===== config.mk =====
export PLATFORM = sky130hd
export DESIGN_NAME = regs_wport_arbiter
export DESIGN_NICKNAME = d
export VERILOG_FILES = /design/src/rtl/regs_wport_arbiter.sv
export SDC_FILE = /design/constraint.sdc
export NUM_CORES = 1
export LEC_CHECK = 0
export CAP_MARGIN = 20
export CORE_MARGIN = 2
export CORE_UTILIZATION = 40
export DETAILED_ROUTE_END_ITERATION = 12
export GPL_ROUTABILITY_DRIVEN = 0
export PLACE_DENSITY = 0.83
export SLEW_MARGIN = 20
export SYNTH_ARGS = -nofsm -noshare
export SYNTH_HDL_FRONTEND = slang
export SYNTH_SLANG_ARGS = --single-unit

===== constraint.sdc =====
create_clock -name clk -period 2.2 [get_ports clk]
set_clock_uncertainty 0.1 [all_clocks]
set_input_delay 0.22 -clock clk [delete_from_list [all_inputs] [get_ports clk]]
set_output_delay 0.22 -clock clk [all_outputs]
set_load 0.01 [all_outputs]

===== src/rtl/regs_wport_arbiter.sv =====
// regs_wport_arbiter
//   Arbitrates the single write port of the pMIPS 32 x n register file between
//   the core writeback (requester A) and the I/O / coefficient loader
//   (requester B). A has fixed priority. B is guaranteed a grant after
//   MAX_WAIT consecutive denials, through a one-cycle FORCE_B state.
//   Writes issue one cycle after the handshake. Read/write collision flags let
//   the core forward data around the synchronous-write register file.
//
//   Optional build macro: ZERO_WRITE_DROP_EN
//     When this macro is defined, handshakes that target %0 are accepted but
//     never written. The `dropped` output pulses in place of w for those
//     handshakes.
//
// Ports
//   clk, reset            clock (rising edge), asynchronous active-high reset
//   a_valid/a_addr/a_data requester A write request; a_ready = accepted
//   b_valid/b_addr/b_data requester B write request; b_ready = accepted
//   raddr1, raddr2        core read addresses (mirror regfile read ports)
//   w, waddr, wdata       registered register-file write port
//   fwd1, fwd2            raddrN matches the write issuing this cycle (never %0)
//   forced                issuing write came from a starvation-forced B grant
//   dropped               (ZERO_WRITE_DROP_EN only) suppressed %0 write pulse
module regs_wport_arbiter #(
  parameter int n        = 8,
  parameter int MAX_WAIT = 4
) (
  input  logic         clk,
  input  logic         reset,
  input  logic         a_valid,
  input  logic [4:0]   a_addr,
  input  logic [n-1:0] a_data,
  output logic         a_ready,
  input  logic         b_valid,
  input  logic [4:0]   b_addr,
  input  logic [n-1:0] b_data,
  output logic         b_ready,
  input  logic [4:0]   raddr1,
  input  logic [4:0]   raddr2,
  output logic         w,
  output logic [4:0]   waddr,
  output logic [n-1:0] wdata,
  output logic         fwd1,
  output logic         fwd2,
`ifdef ZERO_WRITE_DROP_EN
  output logic         dropped,
`endif
  output logic         forced
);

  localparam logic [3:0] WAIT_LAST = 4'(MAX_WAIT - 1);
  localparam logic [3:0] WAIT_SAT  = 4'(MAX_WAIT);

  typedef enum logic {PRIO_A = 1'b0, FORCE_B = 1'b1} state_t;

  state_t       state, state_nxt;
  logic [3:0]   wait_cnt, wait_cnt_nxt;
  logic         a_hs, b_hs, hs;
  logic [4:0]   sel_addr;
  logic [n-1:0] sel_data;
  logic         issue;

  // Stage p0: arbitration (combinational ready, handshake, next state)
  always_comb begin
    state_nxt    = state;
    wait_cnt_nxt = wait_cnt;
    a_ready      = 1'b1;
    b_ready      = !a_valid;
    if (state == FORCE_B) begin
      a_ready = 1'b0;
      b_ready = 1'b1;
    end

    a_hs = a_valid && a_ready;
    b_hs = b_valid && b_ready;

    case (state)
      PRIO_A:  if (a_valid && b_valid && wait_cnt == WAIT_LAST) state_nxt = FORCE_B;
      // Leave FORCE_B after one cycle whether B completed or withdrew.
      FORCE_B: state_nxt = PRIO_A;
      default: state_nxt = PRIO_A;
    endcase

    if (b_hs || !b_valid)
      wait_cnt_nxt = 4'd0;
    else if (state == PRIO_A && a_valid && wait_cnt != WAIT_SAT)
      wait_cnt_nxt = wait_cnt + 4'd1;
  end

  // Ready rules guarantee a_hs and b_hs are mutually exclusive.
  assign hs       = a_hs || b_hs;
  assign sel_addr = b_hs ? b_addr : a_addr;
  assign sel_data = b_hs ? b_data : a_data;

`ifdef ZERO_WRITE_DROP_EN
  assign issue = hs && (sel_addr != 5'd0);
`else
  assign issue = hs;
`endif

  always_ff @(posedge clk or posedge reset) begin
    if (reset) begin
      state    <= PRIO_A;
      wait_cnt <= 4'd0;
    end else begin
      state    <= state_nxt;
      wait_cnt <= wait_cnt_nxt;
    end
  end

  // Stage p1: registered write port towards the register file
  always_ff @(posedge clk or posedge reset) begin
    if (reset) begin
      w      <= 1'b0;
      forced <= 1'b0;
      waddr  <= 5'd0;
      wdata  <= '0;
    end else begin
      w      <= issue;
      forced <= issue && b_hs && (state == FORCE_B);
      if (issue) begin
        waddr <= sel_addr;
        wdata <= sel_data;
      end
    end
  end

`ifdef ZERO_WRITE_DROP_EN
  always_ff @(posedge clk or posedge reset) begin
    if (reset) dropped <= 1'b0;
    else       dropped <= hs && !issue;
  end
`endif

  assign fwd1 = w && (waddr == raddr1) && (waddr != 5'd0);
  assign fwd2 = w && (waddr == raddr2) && (waddr != 5'd0);

endmodule


**Yosys cells after proc, flatten, opt, wreduce, memory -nomap -nowiden**

Cells that the tools add are included.
W data, S select, Z words.

- Register bits: 20
- Input port bits: 40
- Output and inout bits: 19
- Word-level logic and storage cells: 38

- $add $sub $neg: 1
- Equality and inequality tests: 4
- Muxes and demuxes: 8
- Bitwise gates (word level): 1
- Reductions and logical operators: 18

Operator list:

| operator | number |
|---|---|
| $logic_and A1 B1 Y1 | 12 |
| $eq A5 B5 Y1 | 2 |
| $mux W4 | 2 |
| $mux W8 | 1 |
| $mux W5 | 1 |
| $reduce_bool A5 Y1 | 1 |
| $add A4 B1 Y4 const B | 1 |
| $eq A4 B2 Y1 const B | 1 |
| $ne A4 B3 Y1 const B | 1 |
| $mux W1 | 3 |
| $logic_not A1 Y1 | 2 |
| $logic_or A1 B1 Y1 | 2 |
| $pmux W1 S2 | 1 |
| $reduce_bool A2 Y1 | 1 |
| $not A1 Y1 | 1 |

**Longest topological paths before layout**

Gate-level depths: netlist of run 1.

- Word-level depth: 6
- Mapped depth: 5

**Worst setup path before layout of run 1**

OpenSTA, ideal clock, no wires.

- Path type: flip-flop to output port
- Start point: reg waddr[0]
- End point: out fwd1
- Arrival time: 1.166 ns
- Slack: 0.714 ns
- Cell stages (with the launch flop): 4
- Buffers on the path: 0
- Cells stage by stage: dfrtp_1 or4_1 nor2_2 nor4_1

- Word-level cells in the longest chain between the ends: 3
- Elaborated cells on any way between the ends: 4
- Classes of those cells: 1 x eq/ne; 3 x reduce/logical

Ends and longest elaborated chain:

| item | RTL line | source |
|---|---|---|
| start: declaration | 40 | `output logic [4:0] waddr,` |
| start signal: assignment | 121 | `waddr <= sel_addr;` |
| $eq A5 B5 Y1 | 134 | `assign fwd1 = w && (waddr == raddr1) && (waddr != 5'd0);` |
| $logic_and A1 B1 Y1 | 134 |  |
| $logic_and A1 B1 Y1 (*) | 134 |  |
| end: declaration | 42 | `output logic fwd1,` |

Every way passes the cells marked *; elsewhere a longest branch is shown, timed or not.

**Final worst setup path of run 1**

- Start point: reg waddr[0]
- End point: out fwd2

- Word-level cells in the longest chain between the ends: 3
- Elaborated cells on any way between the ends: 4
- Classes of those cells: 1 x eq/ne; 3 x reduce/logical

Ends and longest elaborated chain:

| item | RTL line | source |
|---|---|---|
| $eq A5 B5 Y1 | 135 | `assign fwd2 = w && (waddr == raddr2) && (waddr != 5'd0);` |
| $logic_and A1 B1 Y1 | 135 |  |
| $logic_and A1 B1 Y1 (*) | 135 |  |
| end: declaration | 43 | `output logic fwd2,` |

Marks and branches as above.

==> impl_metrics.ini, run 1 <==
[timing]
drv_slew = 0
tns_ns = 0
hold_violations = 0
fmax_mhz = 487
hold_slack_ns = 0.253
relSlewSlack_pct = 48.8
setup_viol = 0
rsz0062_at_grt = no
finalCritPeriodShare_pct = 93.3
finalCriticalPeriod_ns = 2.05
worst_pin_slew_ns = 0.767

[final_layout]
syn_to_final_growth_pct = 62.7
utilization_pct = 68.7
drive_gt1_share_pct = 7.93
multi_input_area_um2 = 498
mostFrequentLayoutCells = 56 x clkdlybuf4s50_1, 19 x dfrtp_1, 14 x mux2i_1, 14 x nand2_1, 13 x o21ai_0
layout.cells.non_filler = 194
final_common_cell = clkdlybuf4s50_1
n_antenna_cell = 0
final_nets = 208
seq_area_um2 = 502
fillers = 196

[clocking]
cts_inserted_buffers = 3
htree_levels = 1
cts_sinks = 20
cts_tree = done
clk_latency_ns = 0.29
cts-root-buf = clkbuf_4
clockBufferDepth = 2
cts.clk_slew.worst_paths_ns = 0.10

[routing]
drt_pass1_iterations = 4
routed_wl_mm = 2.66
via_per_inst = 5.02
dr_total_vias = 973
drt_iter0_drc = 11
ant_nets = 0
drc = 0
routedWlPerCell_um = 13.7

[yosys]
syn_nets = 144
ys_ff_latch = 20
synthSimpleGateAreaFrac_pct = 14.0
synth_compound_area_share_pct = 6.70
yosys_warnings = 0
synth_fa_ha_area_share_pct = 2.39
ys_types = 24
synth_top_family_by_area = simple AND/OR/NAND/NOR gates
synthXorXnorAreaFrac_pct = 10.9
synth_cells = 102
yosysSeqAreaShare_pct = 47.8
yosys.area.top_type_share_pct = 47.8
synth.avg_cell_area_um2 = 10.3
synth_largest_area_cell = dfrtp_1
syn_area_um2 = 1050
synthTopCellsByArea = dfrtp_1 48%, mux2i_1 13%, xnor2_1 6.7%
synthMuxAreaShare_pct = 13.4

[power_and_ir_drop]
vdd_drop_max_mv = 0.396
p_leak_uw = 0.000750
power_density_nw_per_um2 = 486

[place]
hpwl_mm = 2.15
dp_cells = 188
port_buffers = 58

[setup_path]
critPathKind = reg2out
regToRegStartpoint = wait_cnt[0]
crit_required_ns = 1.88
cp_max_fo = 3
cp-start-kind = flip-flop
critical_path_arrival_ns = 1.73
end_kind = output port
crit_start = waddr[0]

[die]
dieArea_um2 = 3040
io_pins = 59
core_area_um2 = 2480
initial_core_util_pct = 42.2
rows = 18
fp.dieH_um = 55.1
die_w_um = 55.1

[global_route]
grt_pass1_vias = 943
grt_usage_pct = 19.3
grt-ovfl-total = 0
grt_max_degree = 24
antenna_found_initial = 0
grt_pass1_wl_mm = 4.21

[run_status]
status = completed

[worst_hold_path]
holdCritPathClass = in2async

[run]
cap_violations = 0
final cells by class:
| cell class | count | share of cell area, % |
|---|---|---|
| Timing Repair Buffer | 64 | 36.6 |
| Sequential cell | 20 | 29.5 |
| Multi-Input combinational cell | 72 | 29.3 |
| Tap cell | 30 | 2.21 |
| Clock buffer | 3 | 1.32 |
| Inverter | 5 | 1.10 |
final timing paths:
kind                               end  slack [ns]  depth (start not counted)
setup / recovery                  fwd2        0.15                          4
hold / removal                wdata[5]        0.25                          2
setup reg to reg           wait_cnt[1]        0.85                          5
hold reg to reg                  state        0.41                          1
max in group asynchronous     waddr[0]        1.22                          2
min in group clk              waddr[2]        0.37                          3
worst max-delay path, cell delays in order (launching register included):
cell and delay, ns:
dfrtp_2 0.44, or4_1 0.54, nor2_2 0.12, nor4_1 0.07
dlygate4sd2_1 0.28
cell usage after synthesis:
cell      number
clkbuf_1       1
nand3_1        1
xor2_1         5
mux2i_1       14
nor4_1         2
ha_1           2
or4_1          1
nor2b_1        1
nand2_1       14
and2_1         1
a21oi_1        1
nor2_1         2
xnor2_1        8
or2_2          1
nand3b_1       1
o21ai_0       13
nor2_2         1
inv_1          5
nor4b_1        1
nor3b_1        1
dfrtp_1       20
buf_2          1
nand4_1        2
buf_4          3
routing by layer:
layer,share of wire (%),GRT usage (%)
met1,37,20.9
met2,52,38.1
met3,9.8,4.30
met4,0.60,3.66
met5,0,0
flip-flops by register name, summed over array words and instances, names as in the netlist:
signal    cells
wait_cnt      4
state         1
waddr         5
wdata         8
w             1
forced        1
per-stage QoR:
stage | total power, uW | setup WS [ns] | cell area (um^2)
final | 827 | 0.147 | 1700
after global routing | 872 | 0.0392 | 1700
after CTS | 836 | 0.137 | 1700
after detailed placement | 659 | 0.110 | 1660
after global placement | 650 | 0.193 | 1660
after floorplan | 516 | 0.714 | 1050
cell families (layout without fill, tap and decap cells):
family                   count (synthesis)  after routing
buffers and inverters                   10             72
AO/OA/AOI/OAI                           14             14
AND/OR/NAND/NOR                         29             29
XOR/XNOR                                13             13
flip-flops                              20             20
adder cells (fa/ha/maj)                  2              2
multiplexers                            14             14
where the power goes:
part	switching, uW	internal, uW	leakage [uW]	total (uW)
clock	106	63.7	0.0000138	170
combinational	87.4	153	0.000487	241
sequential	22.6	393	0.000249	416
total	216	610	0.000750	827
timing repair:
item                                   4_1_cts  5_1_grt
gates resized for setup                      3        0
endpoints found under the hold margin        0        0
setup endpoints to repair                    2        0
buffers inserted                             3        0
hold buffers                                 0        0
Note: power is estimated with default switching activity, not from simulation.
==> inputs of run 2 (changes only) <==
--- a/config.mk
+++ b/config.mk
@@ -7,10 +7,10 @@
 export LEC_CHECK = 0
 export CAP_MARGIN = 20
 export CORE_MARGIN = 2
-export CORE_UTILIZATION = 40
+export CORE_UTILIZATION = 34
 export DETAILED_ROUTE_END_ITERATION = 12
 export GPL_ROUTABILITY_DRIVEN = 0
-export PLACE_DENSITY = 0.83
+export PLACE_DENSITY = 0.75
 export SLEW_MARGIN = 20
 export SYNTH_ARGS = -nofsm -noshare
 export SYNTH_HDL_FRONTEND = slang
==> constraint.sdc (replaced) <==
create_clock -name clk -period 1.8 [get_ports clk]
set_clock_uncertainty 0.1 [all_clocks]
set_input_delay 0.18 -clock clk [delete_from_list [all_inputs] [get_ports clk]]
set_output_delay 0.18 -clock clk [all_outputs]
set_load 0.01 [all_outputs]
==> run 2 against run 1 <==
  * Total power grew 31%
  * Via count fell by 2.1%
  * Design area up 3.5%
  * Clock-buffer cell count grew 1
  * The run now ends with negative setup slack left
  * Wire length up 5.8%
  * Sequential share of layout area down 1.1 points
  * Register-to-register slack worse by 0.36 ns
  * Final cell count rose by 3.6%
  * Critical path type unchanged
  * Clock power grew 54%
  * Largest power group unchanged
  * Sequential cell count is the same
  * Critical path depth unchanged
  * Combinational power rose by 31%
==> impl_metrics.ini, run 2 (synthesis gave the netlist of run 1 again) <==
[setup_path]
reg2reg_depth = 3
cp-start-kind = flip-flop
cp_max_fo = 2
crit_required_ns = 1.52
critPathKind = reg2out
end_kind = output port
critical_path_arrival_ns = 1.56

[timing]
setup_viol = 2
worst_pin_slew_ns = 0.347
finalCriticalPeriod_ns = 1.84
drv_slew = 0
hold_violations = 0
hold_slack_ns = 0.0676
fmax_mhz = 543
rsz0062_at_grt = yes
finalCritPeriodShare_pct = 102
relSlewSlack_pct = 76.6
setup_ws_ns = -0.0400
tns_ns = -0.0746

[die]
io_pins = 59
fp.dieH_um = 59.5
core_area_um2 = 2980
die_w_um = 59.5
rows = 20
dieArea_um2 = 3540
initial_core_util_pct = 35.1

[final_layout]
mostFrequentLayoutCells = 56 x clkdlybuf4s50_1, 20 x dfrtp_1, 14 x mux2i_1, 14 x nand2_1, 13 x o21ai_0
utilization_pct = 59.1
final_nets = 211
top_regs = wdata x8, waddr x5, wait_cnt x4
largest_reg_flops = 8
fillers = 262
drive_gt1_share_pct = 12.5
syn_to_final_growth_pct = 68.3
final_cell_area_um2 = 1760
n_antenna_cell = 0
largest-register = wdata
layout.cells.non_filler = 201
final_common_cell = clkdlybuf4s50_1

[clocking]
clockBufferDepth = 2
clk_latency_ns = 0.31
htree_levels = 1
cts-root-buf = clkbuf_4
cts_tree = done
cts.clk_slew.worst_paths_ns = 0.12
cts_sinks = 20
cts_setup_buffers = 0
cts_hold_buf = 0
cts_inserted_buffers = 3

[routing]
ant_nets = 0
drt_pass1_iterations = 7
drc = 0
routed_wl_mm = 2.82
via_per_inst = 4.74
drt_iter0_drc = 9
dr_total_vias = 953
routedWlPerCell_um = 14.0

[global_route]
grt_usage_pct = 15.8
grt_pass1_vias = 943
grt_pass1_wl_mm = 4.15
grt_max_degree = 21
grt-ovfl-total = 0
antenna_found_initial = 0

[run_status]
status = complete, but fails checks
violations = negative setup slack

[power_and_ir_drop]
power_density_nw_per_um2 = 616
p_leak_uw = 0.000780
vdd_drop_max_mv = 0.299

[run]
cap_violations = 0

[place]
placed_cell_area_um2 = 1710
dp_cells = 197
hpwl_mm = 2.24
port_buffers = 58

[worst_hold_path]
holdCritPathClass = in2async
## run 2: changes by cell type in the layout (fill, tap and decap cells not counted), sizes merged
cell         delta
buf             +5
dlygate4sd2     -2
clkbuf          +1
## run 2: repair_timing
item,in CTS,in global routing
pin swaps,2,1
endpoints found under the setup margin,2,3
resized for setup,10,5
## run 2: routing by layer
| metal | vias up | wire, um | track usage, % | part of all wire (%) |
|---|---|---|---|---|
| met1 | 440 | 1140 | 17.4 | 41 |
| met2 | 37 | 1460 | 29.5 | 52 |
| met4 | 0 | 39 | 6.82 | 1.4 |
| met5 | - | 0 | 0 | 0 |
| li1 | 471 | - | - | - |
| met3 | 5 | 169 | 2.62 | 6.0 |
## run 2: final timing paths
| kind | slack, ns | endpoint | start |
|---|---|---|---|
| setup / recovery | -0.04 | fwd2 | waddr[0] |
| hold reg to reg | 0.42 | state | wait_cnt[3] |
| setup reg to reg | 0.49 | state | state |
| max in group asynchronous | 1.32 | waddr[2] | reset |
| min in group clk | 0.31 | wdata[3] | a_data[3] |
| hold / removal | 0.07 | state | reset |
## run 2: critical path, cell delays in order, from the launching register on
cell and delay [ns]:
dfrtp_1 0.41, or4_4 0.53, nor2_4 0.11, nor4_1 0.06
buf_2 0.14
## run 2: power breakdown
group / switching, uW / total (uW) / internal [uW]
Sequential: 26.5 / 507 / 480
Clock: 138 / 261 / 124
Combinational: 118 / 316 / 198
Total: 282 / 1080 / 802
## run 2: stage by stage
stage          worst slack [ns]  power, uW
2_1_floorplan             0.354        630
3_3_place_gp             -0.129        814
3_5_place_dp             -0.220        824
4_1_cts                 -0.0709       1080
5_1_grt                 -0.0913       1140
6_report                -0.0400       1080
## run 2: area by class of cell
type	count	area, um^2	area share (%)
Multi-Input combinational cell	72	526	29.9
Tap cell	33	41.3	2.35
Inverter	5	18.8	1.07
Clock buffer	4	36.3	2.06
Sequential cell	20	500	28.4
Timing Repair Buffer	67	638	36.2
==> inputs of run 3 (changes only) <==
--- a/config.mk
+++ b/config.mk
@@ -5,12 +5,13 @@
 export SDC_FILE = /design/constraint.sdc
 export NUM_CORES = 1
 export LEC_CHECK = 0
+export ABC_AREA = 1
 export CAP_MARGIN = 20
 export CORE_MARGIN = 2
-export CORE_UTILIZATION = 34
+export CORE_UTILIZATION = 36
 export DETAILED_ROUTE_END_ITERATION = 12
 export GPL_ROUTABILITY_DRIVEN = 0
-export PLACE_DENSITY = 0.75
+export PLACE_DENSITY = 0.76
 export SLEW_MARGIN = 20
 export SYNTH_ARGS = -nofsm -noshare
 export SYNTH_HDL_FRONTEND = slang
==> run 3 against run 2 <==
  * The run now ends clean
  * Fmax is 10% higher
  * Clock-buffer cell count stayed put
  * Critical endpoint is now waddr[0]
  * Combinational power hardly changed
  * Wire length is 3.3% lower
  * Largest cell class unchanged
  * Synthesized area is 11% higher
  * Final cell count is 38% higher
==> impl_metrics.ini, run 3 <==
[clocking]
htree_levels = 1
cts_sinks = 20
cts_tree = done
clockBufferDepth = 2
clk_latency_ns = 0.30
cts_inserted_buffers = 3
cts-root-buf = clkbuf_4
cts.clk_slew.worst_paths_ns = 0.11

[global_route]
grt-ovfl-total = 0
grt_max_degree = 20
grt_usage_pct = 16.5
antenna_found_initial = 0
grt_pass1_wl_mm = 4.55
grt_pass1_vias = 1120

[die]
dieArea_um2 = 3700
initial_core_util_pct = 38.0
rows = 20
io_pins = 59
die_w_um = 60.8
fp.dieH_um = 60.8
core_area_um2 = 3050

[yosys]
synthTopCellsByArea = dfrtp_1 43%, nand2_1 25%, nand3_1 7.3%
synth.avg_cell_area_um2 = 6.95
synth_cells = 167
syn_nets = 209
yosys_warnings = 0
ys_ff_latch = 20
syn_area_um2 = 1160
ys_types = 17
async_reset_ff_share_pct = 100
synth_largest_area_cell = dfrtp_1
yosys.area.top_type_share_pct = 43.1
yosysSeqAreaShare_pct = 43.1
synth_edf_count = 0
yosysMostFrequentCell = nand2_1
ys.flop_type = dfrtp_1
synth.top_cells.by_count = 77 x nand2_1, 21 x inv_1, 20 x dfrtp_1

[power_and_ir_drop]
p_leak_uw = 0.000928
power_density_nw_per_um2 = 584
vdd_drop_max_mv = 0.352
total_power_uw = 1090

[timing]
fmax_mhz = 600
rsz0062_at_grt = no
setup_viol = 0
worst_pin_slew_ns = 0.360
hold_slack_ns = 0.315
drv_slew = 0
relSlewSlack_pct = 76.0
hold_violations = 0
setup_ws_ns = 0.134
finalCriticalPeriod_ns = 1.67
finalCritPeriodShare_pct = 92.5

[routing]
ant_nets = 0
via_per_inst = 4.38
drt_pass1_iterations = 4
dr_total_vias = 1217
routed_wl_mm = 2.72
routedWlPerCell_um = 9.80
drc = 0
drt_iter0_drc = 36

[final_layout]
final_cell_area_um2 = 1860
seq_area_um2 = 502
top_regs = wdata x8, waddr x5, wait_cnt x4
fillers = 296
drive_gt1_share_pct = 8.55
n_antenna_cell = 0
utilization_pct = 61.0
final_nets = 277
largest_reg_flops = 8
mostFrequentLayoutCells = 77 x nand2_1, 56 x clkdlybuf4s50_1, 21 x inv_1
multi_input_area_um2 = 548
syn_to_final_growth_pct = 60.3
final_common_cell = nand2_1
largest-register = wdata

[setup_path]
cp.depth = 2
crit_required_ns = 1.52
cp-start-kind = flip-flop
slowest_stage = clkdlybuf4s50_1
cp_max_fo = 5
rr_endpoint = wait_cnt[0]
reg2reg_depth = 6
crit_family = buffers and inverters
regToRegStartpoint = wait_cnt[0]
crit_start = waddr[0]
critPathKind = reg2out
r2r_slack_ns = 0.49
cp.buffers_inverters = 2
cpPeakStageDelay_ns = 0.52
critical_path_arrival_ns = 1.39
end_kind = output port
crit_chain = buf_4 > clkdlybuf4s50_1
critPathCapture = waddr[0]

[place]
placed_cell_area_um2 = 1780
hpwl_mm = 2.13
port_buffers = 58
post-place-ws_ns = -0.0657

[run_status]
status = completed

[worst_hold_path]
holdCritPathClass = in2reg
hold-path-cell-count = 3

[run]
cap_violations = 0
==> run 3: changes by cell type in the layout (fill, tap and decap cells not counted), moves of 2 or more <==
cell     delta
o21ai_0    -13
nand4_1     -2
nor2_4      +2
nor2_1     +14
mux2i_1    -14
xor2_1      -4
inv_1      +16
xnor2_1     -6
nand3_1    +16
nand2_1    +63
buf_2       -2
buf_4       -2
==> run 3: metrics by stage <==
stage | std cells | TNS, ns
CTS | 278 | 0
floorplan | 167 | 0
global placement | 268 | -0.0678
detailed placement | 268 | -0.0970
global route | 278 | 0
finish | 278 | 0
==> run 3: repair_timing <==
item,CTS,global route
endpoints found under the setup margin,2,2
hold endpoints to repair,1,0
buffers inserted,5,0
hold buffers,1,0
pin swaps,0,2
resized for setup,3,3
==> run 3: cell families (layout without fill, tap and decap cells) <==
| group | count (synthesis) | after routing | share of synthesized area [%] |
|---|---|---|---|
| fa+ha+maj | 2 | 2 | 2.15 |
| simple gates | 117 | 117 | 43.1 |
| flops | 20 | 20 | 43.1 |
| compound gates | 1 | 1 | 0.431 |
| buf+inv | 25 | 92 | 9.70 |
| xor+xnor | 2 | 2 | 1.51 |
==> run 3: final cells by class <==
type	count	area share, %
flip-flops and latches	20	26.9
repair buffers	66	34.3
clock buffers	4	1.95
inverters	22	4.44
well taps	44	2.96
multi-input cells	122	29.4
==> run 3: power breakdown <==
part / internal, uW / switching (uW) / total [uW]
clock: 123 / 138 / 261
combinational: 188 / 132 / 319
sequential: 481 / 26.1 / 507
==> run 3: tightest hold or removal path, stage by stage <==
cell,delay (ns)
clkdlybuf4s50_1,0.39
nand2_1,0.06
nand3_1,0.05
==> run 3: worst min-delay path by stage <==
| stage | to | from |
|---|---|---|
| 2_1_floorplan | forced | reset |
| 3_3_place_gp | wdata[1] | reset |
| 3_5_place_dp | wdata[1] | reset |
| 4_1_cts | waddr[4] | b_addr[4] |
| 5_1_grt | waddr[4] | b_addr[4] |
| 6_report | waddr[4] | b_addr[4] |
==> run 3: metal layers <==
metal | track usage (%) | part of all wire [%] | up-vias
met4 | 8.70 | 2.5 | 0
met2 | 28.0 | 49 | 37
met1 | 20.3 | 42 | 536
met3 | 2.56 | 6.3 | 6
met5 | 0 | 0 | -
li1 | - | - | 638
